$ cat config.mk
export PLATFORM = sky130hd
export DESIGN_NAME = bless_nic
export DESIGN_NICKNAME = d
export VERILOG_FILES = /design/src/rtl/bless_nic.sv
export SDC_FILE = /design/constraint.sdc
export NUM_CORES = 1
export LEC_CHECK = 0
export ABC_AREA = 1
export CORE_MARGIN = 1
export CORE_UTILIZATION = 47
export CTS_CLUSTER_SIZE = 8
export DETAILED_ROUTE_END_ITERATION = 7
export PLACE_DENSITY = 0.77
export SLEW_MARGIN = 30
export SYNTH_ARGS = -nofsm -noshare
export SYNTH_HDL_FRONTEND = slang
export SYNTH_SLANG_ARGS = --single-unit
$ cat constraint.sdc
create_clock -name clk -period 3.1 [get_ports clk]
set_input_delay 0.62 -clock clk [delete_from_list [all_inputs] [get_ports clk]]
set_output_delay 0.62 -clock clk [all_outputs]
set_load 0.05 [all_outputs]
$ cat src/rtl/bless_nic.sv
// bless_nic: network interface between a processing element and the local
// port of a bufferless BLESS router. Packets from the core are queued in a
// small FIFO and stamped with seq/src/age. Every flit the router ejects is
// registered and handed to the core, with statistics and a misroute flag.
module bless_nic #(
  parameter int                ADDR_W  = 2,
  parameter logic [ADDR_W-1:0] MY_ADDR = 2'b00,
  parameter int                SEQ_W   = 3,
  parameter int                AGE_W   = 4,
  parameter int                DATA_W  = 32,
  parameter int                DEPTH   = 4,
  parameter int                CNT_W   = 16,
  localparam int               CW      = 1 + SEQ_W + 2*ADDR_W + AGE_W
) (
  input  logic              clk,
  input  logic              rst,
  input  logic              inj_valid,
  output logic              inj_ready,
  input  logic [ADDR_W-1:0] inj_dest,
  input  logic [DATA_W-1:0] inj_data,
  output logic [CW-1:0]     rtr_c,
  output logic [DATA_W-1:0] rtr_d,
  input  logic              rtr_gnt,
  input  logic [CW-1:0]     ej_c,
  input  logic [DATA_W-1:0] ej_d,
  output logic              ej_valid,
  output logic [ADDR_W-1:0] ej_src,
  output logic [SEQ_W-1:0]  ej_seq,
  output logic [AGE_W-1:0]  ej_age,
  output logic [DATA_W-1:0] ej_data,
  output logic [CNT_W-1:0]  inj_count,
  output logic [CNT_W-1:0]  ej_count,
  output logic              misroute
);

  localparam int             PW       = $clog2(DEPTH);
  localparam logic [PW:0]    PTR_ONE  = {{PW{1'b0}}, 1'b1};
  localparam logic [SEQ_W-1:0] SEQ_ONE = {{(SEQ_W-1){1'b0}}, 1'b1};
  localparam logic [AGE_W-1:0] AGE_ONE = {{(AGE_W-1){1'b0}}, 1'b1};
  localparam logic [AGE_W-1:0] AGE_MAX = {AGE_W{1'b1}};
  localparam logic [CNT_W-1:0] CNT_ONE = {{(CNT_W-1){1'b0}}, 1'b1};
  localparam logic [CNT_W-1:0] CNT_MAX = {CNT_W{1'b1}};

  // Injection FIFO storage and pointers (extra MSB distinguishes full/empty)
  logic [ADDR_W-1:0] r_mem_dest [DEPTH];
  logic [DATA_W-1:0] r_mem_data [DEPTH];
  logic [SEQ_W-1:0]  r_mem_seq  [DEPTH];
  logic [PW:0]       r_wr_ptr;
  logic [PW:0]       r_rd_ptr;
  logic [SEQ_W-1:0]  r_seq_ctr;
  logic [AGE_W-1:0]  r_head_age;
  logic [CNT_W-1:0]  r_inj_count;

  // Ejection registers
  logic              r_ej_valid;
  logic [ADDR_W-1:0] r_ej_src;
  logic [SEQ_W-1:0]  r_ej_seq;
  logic [AGE_W-1:0]  r_ej_age;
  logic [DATA_W-1:0] r_ej_data;
  logic [CNT_W-1:0]  r_ej_count;
  logic              r_misroute;

  logic              w_empty;
  logic              w_full;
  logic              w_push;
  logic              w_pop;
  logic [PW-1:0]     w_head_idx;
  logic              w_ej_vld;
  logic [SEQ_W-1:0]  w_ej_seq;
  logic [ADDR_W-1:0] w_ej_src;
  logic [ADDR_W-1:0] w_ej_dest;
  logic [AGE_W-1:0]  w_ej_age;

  assign w_empty    = (r_wr_ptr == r_rd_ptr);
  assign w_full     = (r_wr_ptr[PW] != r_rd_ptr[PW]) &&
                      (r_wr_ptr[PW-1:0] == r_rd_ptr[PW-1:0]);
  assign w_head_idx = r_rd_ptr[PW-1:0];

  // Ready is forced low while reset is held so every output reads 0 then
  assign inj_ready  = rst & ~w_full;
  assign w_push     = inj_valid & inj_ready;
  assign w_pop      = ~w_empty & rtr_gnt;

  assign rtr_c = w_empty ? '0 :
                 {1'b1, r_mem_seq[w_head_idx], MY_ADDR, r_mem_dest[w_head_idx], r_head_age};
  assign rtr_d = w_empty ? '0 : r_mem_data[w_head_idx];

  assign w_ej_vld  = ej_c[CW-1];
  assign w_ej_seq  = ej_c[CW-2 -: SEQ_W];
  assign w_ej_src  = ej_c[AGE_W+2*ADDR_W-1 -: ADDR_W];
  assign w_ej_dest = ej_c[AGE_W+ADDR_W-1 -: ADDR_W];
  assign w_ej_age  = ej_c[AGE_W-1:0];

  // FIFO payload write; contents need no reset since the head is masked when empty
  always_ff @(posedge clk) begin
    if (w_push) begin
      r_mem_dest[r_wr_ptr[PW-1:0]] <= inj_dest;
      r_mem_data[r_wr_ptr[PW-1:0]] <= inj_data;
      r_mem_seq[r_wr_ptr[PW-1:0]]  <= r_seq_ctr;
    end
  end

  // FIFO pointers and sequence stamp counter
  always_ff @(posedge clk or negedge rst) begin
    if (!rst) begin
      r_wr_ptr  <= '0;
      r_rd_ptr  <= '0;
      r_seq_ctr <= '0;
    end else begin
      if (w_push) begin
        r_wr_ptr  <= r_wr_ptr + PTR_ONE;
        r_seq_ctr <= r_seq_ctr + SEQ_ONE;
      end
      if (w_pop) begin
        r_rd_ptr <= r_rd_ptr + PTR_ONE;
      end
    end
  end

  // Head age: restarts on pop, saturates while the router keeps deflecting us
  always_ff @(posedge clk or negedge rst) begin
    if (!rst) begin
      r_head_age <= '0;
    end else if (w_pop) begin
      r_head_age <= '0;
    end else if (!w_empty && (r_head_age != AGE_MAX)) begin
      r_head_age <= r_head_age + AGE_ONE;
    end
  end

  // Saturating count of flits accepted by the router
  always_ff @(posedge clk or negedge rst) begin
    if (!rst) begin
      r_inj_count <= '0;
    end else if (w_pop && (r_inj_count != CNT_MAX)) begin
      r_inj_count <= r_inj_count + CNT_ONE;
    end
  end

  // Ejection capture; fields hold when no valid flit arrives
  always_ff @(posedge clk or negedge rst) begin
    if (!rst) begin
      r_ej_valid <= 1'b0;
      r_ej_src   <= '0;
      r_ej_seq   <= '0;
      r_ej_age   <= '0;
      r_ej_data  <= '0;
    end else begin
      r_ej_valid <= w_ej_vld;
      if (w_ej_vld) begin
        r_ej_src  <= w_ej_src;
        r_ej_seq  <= w_ej_seq;
        r_ej_age  <= w_ej_age;
        r_ej_data <= ej_d;
      end
    end
  end

  // Ejection statistics and sticky misroute detection
  always_ff @(posedge clk or negedge rst) begin
    if (!rst) begin
      r_ej_count <= '0;
      r_misroute <= 1'b0;
    end else if (w_ej_vld) begin
      if (r_ej_count != CNT_MAX) begin
        r_ej_count <= r_ej_count + CNT_ONE;
      end
      if (w_ej_dest != MY_ADDR) begin
        r_misroute <= 1'b1;
      end
    end
  end

  assign ej_valid  = r_ej_valid;
  assign ej_src    = r_ej_src;
  assign ej_seq    = r_ej_seq;
  assign ej_age    = r_ej_age;
  assign ej_data   = r_ej_data;
  assign inj_count = r_inj_count;
  assign ej_count  = r_ej_count;
  assign misroute  = r_misroute;

endmodule

==> metrics.md <==
| Metric | Value |
|---|---|
| Drt wl/cell | `15.4 µm` |
| Worst-path fanout max | `36` |
| Worst slack, placed | `0.594 ns` |
| Largest net degree at the start of global routing | `50` |
| # diodes | `0` |
| Synth Area in Adders | `0.0111` |
| Initial core utilization | `0.480` |
| Max Cap Viol | `0` |
| Via count | `7720` |
| Num rows | `53` |
| I/O pin cnt | `202` |
| Final WS setup | `0.217 ns` |
| Slew HR | `0.593` |
| Port-buffer cells | `199` |
| Antenna violations before repair | `0` |
| Sequential share of the synthesized area | `0.657` |
| CTS Hold Bufs | `0` |
| Core area | `21100 µm²` |
| Clock slew at reported path FFs | `0.05 ns` |
| Worst skew pair latency | `0.50 ns` |
| Layout Cells excl Fill | `1523` |
| Pwr/cell area | `1030 nW/µm²` |
| Area occupied by registers | `6650 µm²` |
| Routed wire length | `23.5 mm` |
| VDD IR max | `546 µV` |
| Die Span Y | `149 µm` |
| Clock buffer depth | `3` |
| Placed Cells | `1463` |
| Final hold vios | `0` |
| Die W | `149 µm` |
| TritonCTS clock tree | `yes` |
| Combinational family with the most area after synthesis | `simple AND/OR/NAND/NOR gates` |
| Fin Setup TNS | `0 ns` |
| DRC viols | `0` |
| Area of placed instances | `12900 µm²` |
| Vias in the first global route | `7572` |
| Mux contribution to synthesized area | `0` |
| Slew at the pin with the worst max-slew slack | `0.610 ns` |
| Commonest non-fill, non-tap cells in the layout | `328 x nand2_1, 155 x clkdlybuf4s50_1, 148 x edfxtp_1` |
| Vias/cell | `5.07` |
| Total gr overflow | `0` |
| Hold Crit Class | `in -> async` |
| Max Freq | `347 MHz` |
| CP endpoint kind | `primary output` |
| Final min period | `2.88 ns` |
| Syn_area_per_cell | `9.98 µm²` |
| Iter 0 DRT Violations | `493` |
| Crit path DAT | `2.26 ns` |
| DP HPWL | `15.1 mm` |
| Detailed Routing Iterations Pass 1 | `4` |
| WHS | `0.251 ns` |
| Skew final | `0.0268 ns` |
| Pins Over Slew Limit | `0` |
| Die area | `22100 µm²` |
| Complex-gate fraction of the synthesized area | `0.0698` |
| Clk sinks | `236` |
| Yosys synthesis warning count | `0` |
| Share of the clock period used by the worst path | `0.930` |
| Distinct cells, synth | `33` |
| Inserted Clock Buffers | `35` |
| Routability congestion estimate | `0.814` |
| XOR/XNOR Fraction of Synth Area | `0.0130` |
| Clk Tree Root Cell | `clkbuf_16` |
| RSZ-0062 raised after global routing | `false` |
| H-tree depth | `2` |
| Routed Antenna Nets | `0` |
| WS Path Type | `reg -> out` |
| Nets | `1316` |
| Total GRT Usage | `0.214` |
| Worst Setup Start Kind | `flip-flop` |
| #FFs+latches synth | `236` |
| Leak pwr | `5.91 nW` |
| Status | `completed` |
| Most common cell after layout, fill and taps aside | `nand2_1` |
| Syn Inst Count | `1014` |
| Synth Area in Simple Gates | `0.197` |
| Global-route wire length before repair | `37.4 mm` |
| Synthesis-to-layout area growth | `37.6%` |
| Final setup fails | `0` |
| Post-route cell area | `13900 µm²` |
| Share of cells above drive strength 1 | `0.0994` |
| Worst Path Required | `2.48 ns` |
| Final-layout fill cell count | `1564` |
| Area of the mapped netlist | `10100 µm²` |
| Multi-input gate area | `2980 µm²` |
-- cell type report --
| cell class | instances | area share |
|---|---|---|
| Multi-Input combinational cell | 650 | 0.214 |
| Sequential cell | 236 | 0.477 |
| Inverter | 85 | 0.0229 |
| Tap cell | 275 | 0.0247 |
| Clock buffer | 58 | 0.0713 |
| Clock inverter | 2 | 0.00180 |
| Timing Repair Buffer | 217 | 0.188 |
-- what timing repair did --
item	4_1_cts	5_1_grt
resized for setup	0	1
endpoints found under the setup margin	0	7
buffers inserted	0	0
-- cell usage after synthesis --
cell / n / area share
o21ai_1: 4 / 0.0020
a21oi_1: 3 / 0.0015
nor2_2: 3 / 0.0019
nand3_2: 2 / 0.0020
conb_1: 1 / 0.00037
xor2_1: 9 / 0.0078
and3_1: 1 / 0.00062
ha_1: 9 / 0.011
o21ai_0: 85 / 0.042
nand3_1: 17 / 0.0084
clkbuf_2: 2 / 0.00099
nor2_1: 113 / 0.042
xnor2_1: 6 / 0.0052
o22ai_1: 37 / 0.023
edfxtp_1: 148 / 0.44
dfrtp_1: 88 / 0.22
nand3b_1: 2 / 0.0015
clkbuf_1: 26 / 0.0096
inv_2: 4 / 0.0015
nand4_1: 16 / 0.0099
and2_1: 1 / 0.00062
nand3_4: 1 / 0.0017
buf_4: 3 / 0.0022
nand2_1: 328 / 0.12
nor3_1: 2 / 0.00099
buf_2: 10 / 0.0049
nand4_2: 1 / 0.0012
buf_6: 3 / 0.0033
a21o_1: 1 / 0.00074
nand2_2: 5 / 0.0031
inv_1: 81 / 0.030
nor2_4: 1 / 0.0011
o21bai_1: 1 / 0.00074
-- stage by stage --
| stage | util | total power [W] |
|---|---|---|
| after floorplan | - | 0.00788 |
| after global placement | 0.612 | 0.0108 |
| after detailed placement | 0.612 | 0.0109 |
| after CTS | 0.660 | 0.0144 |
| after global routing | 0.660 | 0.0150 |
| final | 0.660 | 0.0143 |
-- registers in the layout, indices dropped and copies added (netlist names), 4 cells and up --
| signal | flops |
|---|---|
| ej_age | 4 |
| ej_count | 16 |
| ej_data | 32 |
| inj_count | 16 |
| r_head_age | 4 |
| r_mem_data | 128 |
| r_mem_dest | 8 |
| r_mem_seq | 12 |
-- routing by layer --
metal / track usage / part of all wire / up-vias / wire length, µm
met5: 0 / 0 / - / 0
met4: 0.0740 / 0.021 / 0 / 502
met2: 0.362 / 0.48 / 310 / 11300
met3: 0.0596 / 0.087 / 30 / 2040
li1: - / - / 3763 / -
met1: 0.265 / 0.41 / 3617 / 9660
-- power breakdown --
group,internal (W),switching [W]
Clock,0.00217,0.00128
Combinational,0.00270,0.00411
Sequential,0.00379,0.000264
Total,0.00866,0.00566
-- final timing paths --
kind | from | to | slack [ns] | cells after the start
max in group asynchronous | rst | r_rd_ptr[2] | 1.79 | 3
max | r_rd_ptr[1] | rtr_d[31] | 0.22 | 8
max reg2reg | r_rd_ptr[0] | r_mem_data[1][26] | 0.82 | 7
min | rst | r_rd_ptr[1] | 0.25 | 2
min in group clk | ej_age[0] | ej_age[0] | 0.47 | 2
min reg2reg | ej_age[0] | ej_age[0] | 0.47 | 2
-- critical path, cell delays in order (launching register included) --
cell     delay [ns]
dfrtp_1        0.40
inv_2          0.25
nand2_1        0.10
nand2_1        0.11
nand3_2        0.28
buf_12         0.29
nand2_1        0.09
inv_1          0.07
buf_12         0.15
-- logic make-up after synthesis --
logic type / Yosys count
flops: 236
xor+xnor: 15
simple gates: 493
buf+inv: 129
other cells: 1
compound gates: 131
fa+ha+maj: 9
(Power assumes the default switching activity.)
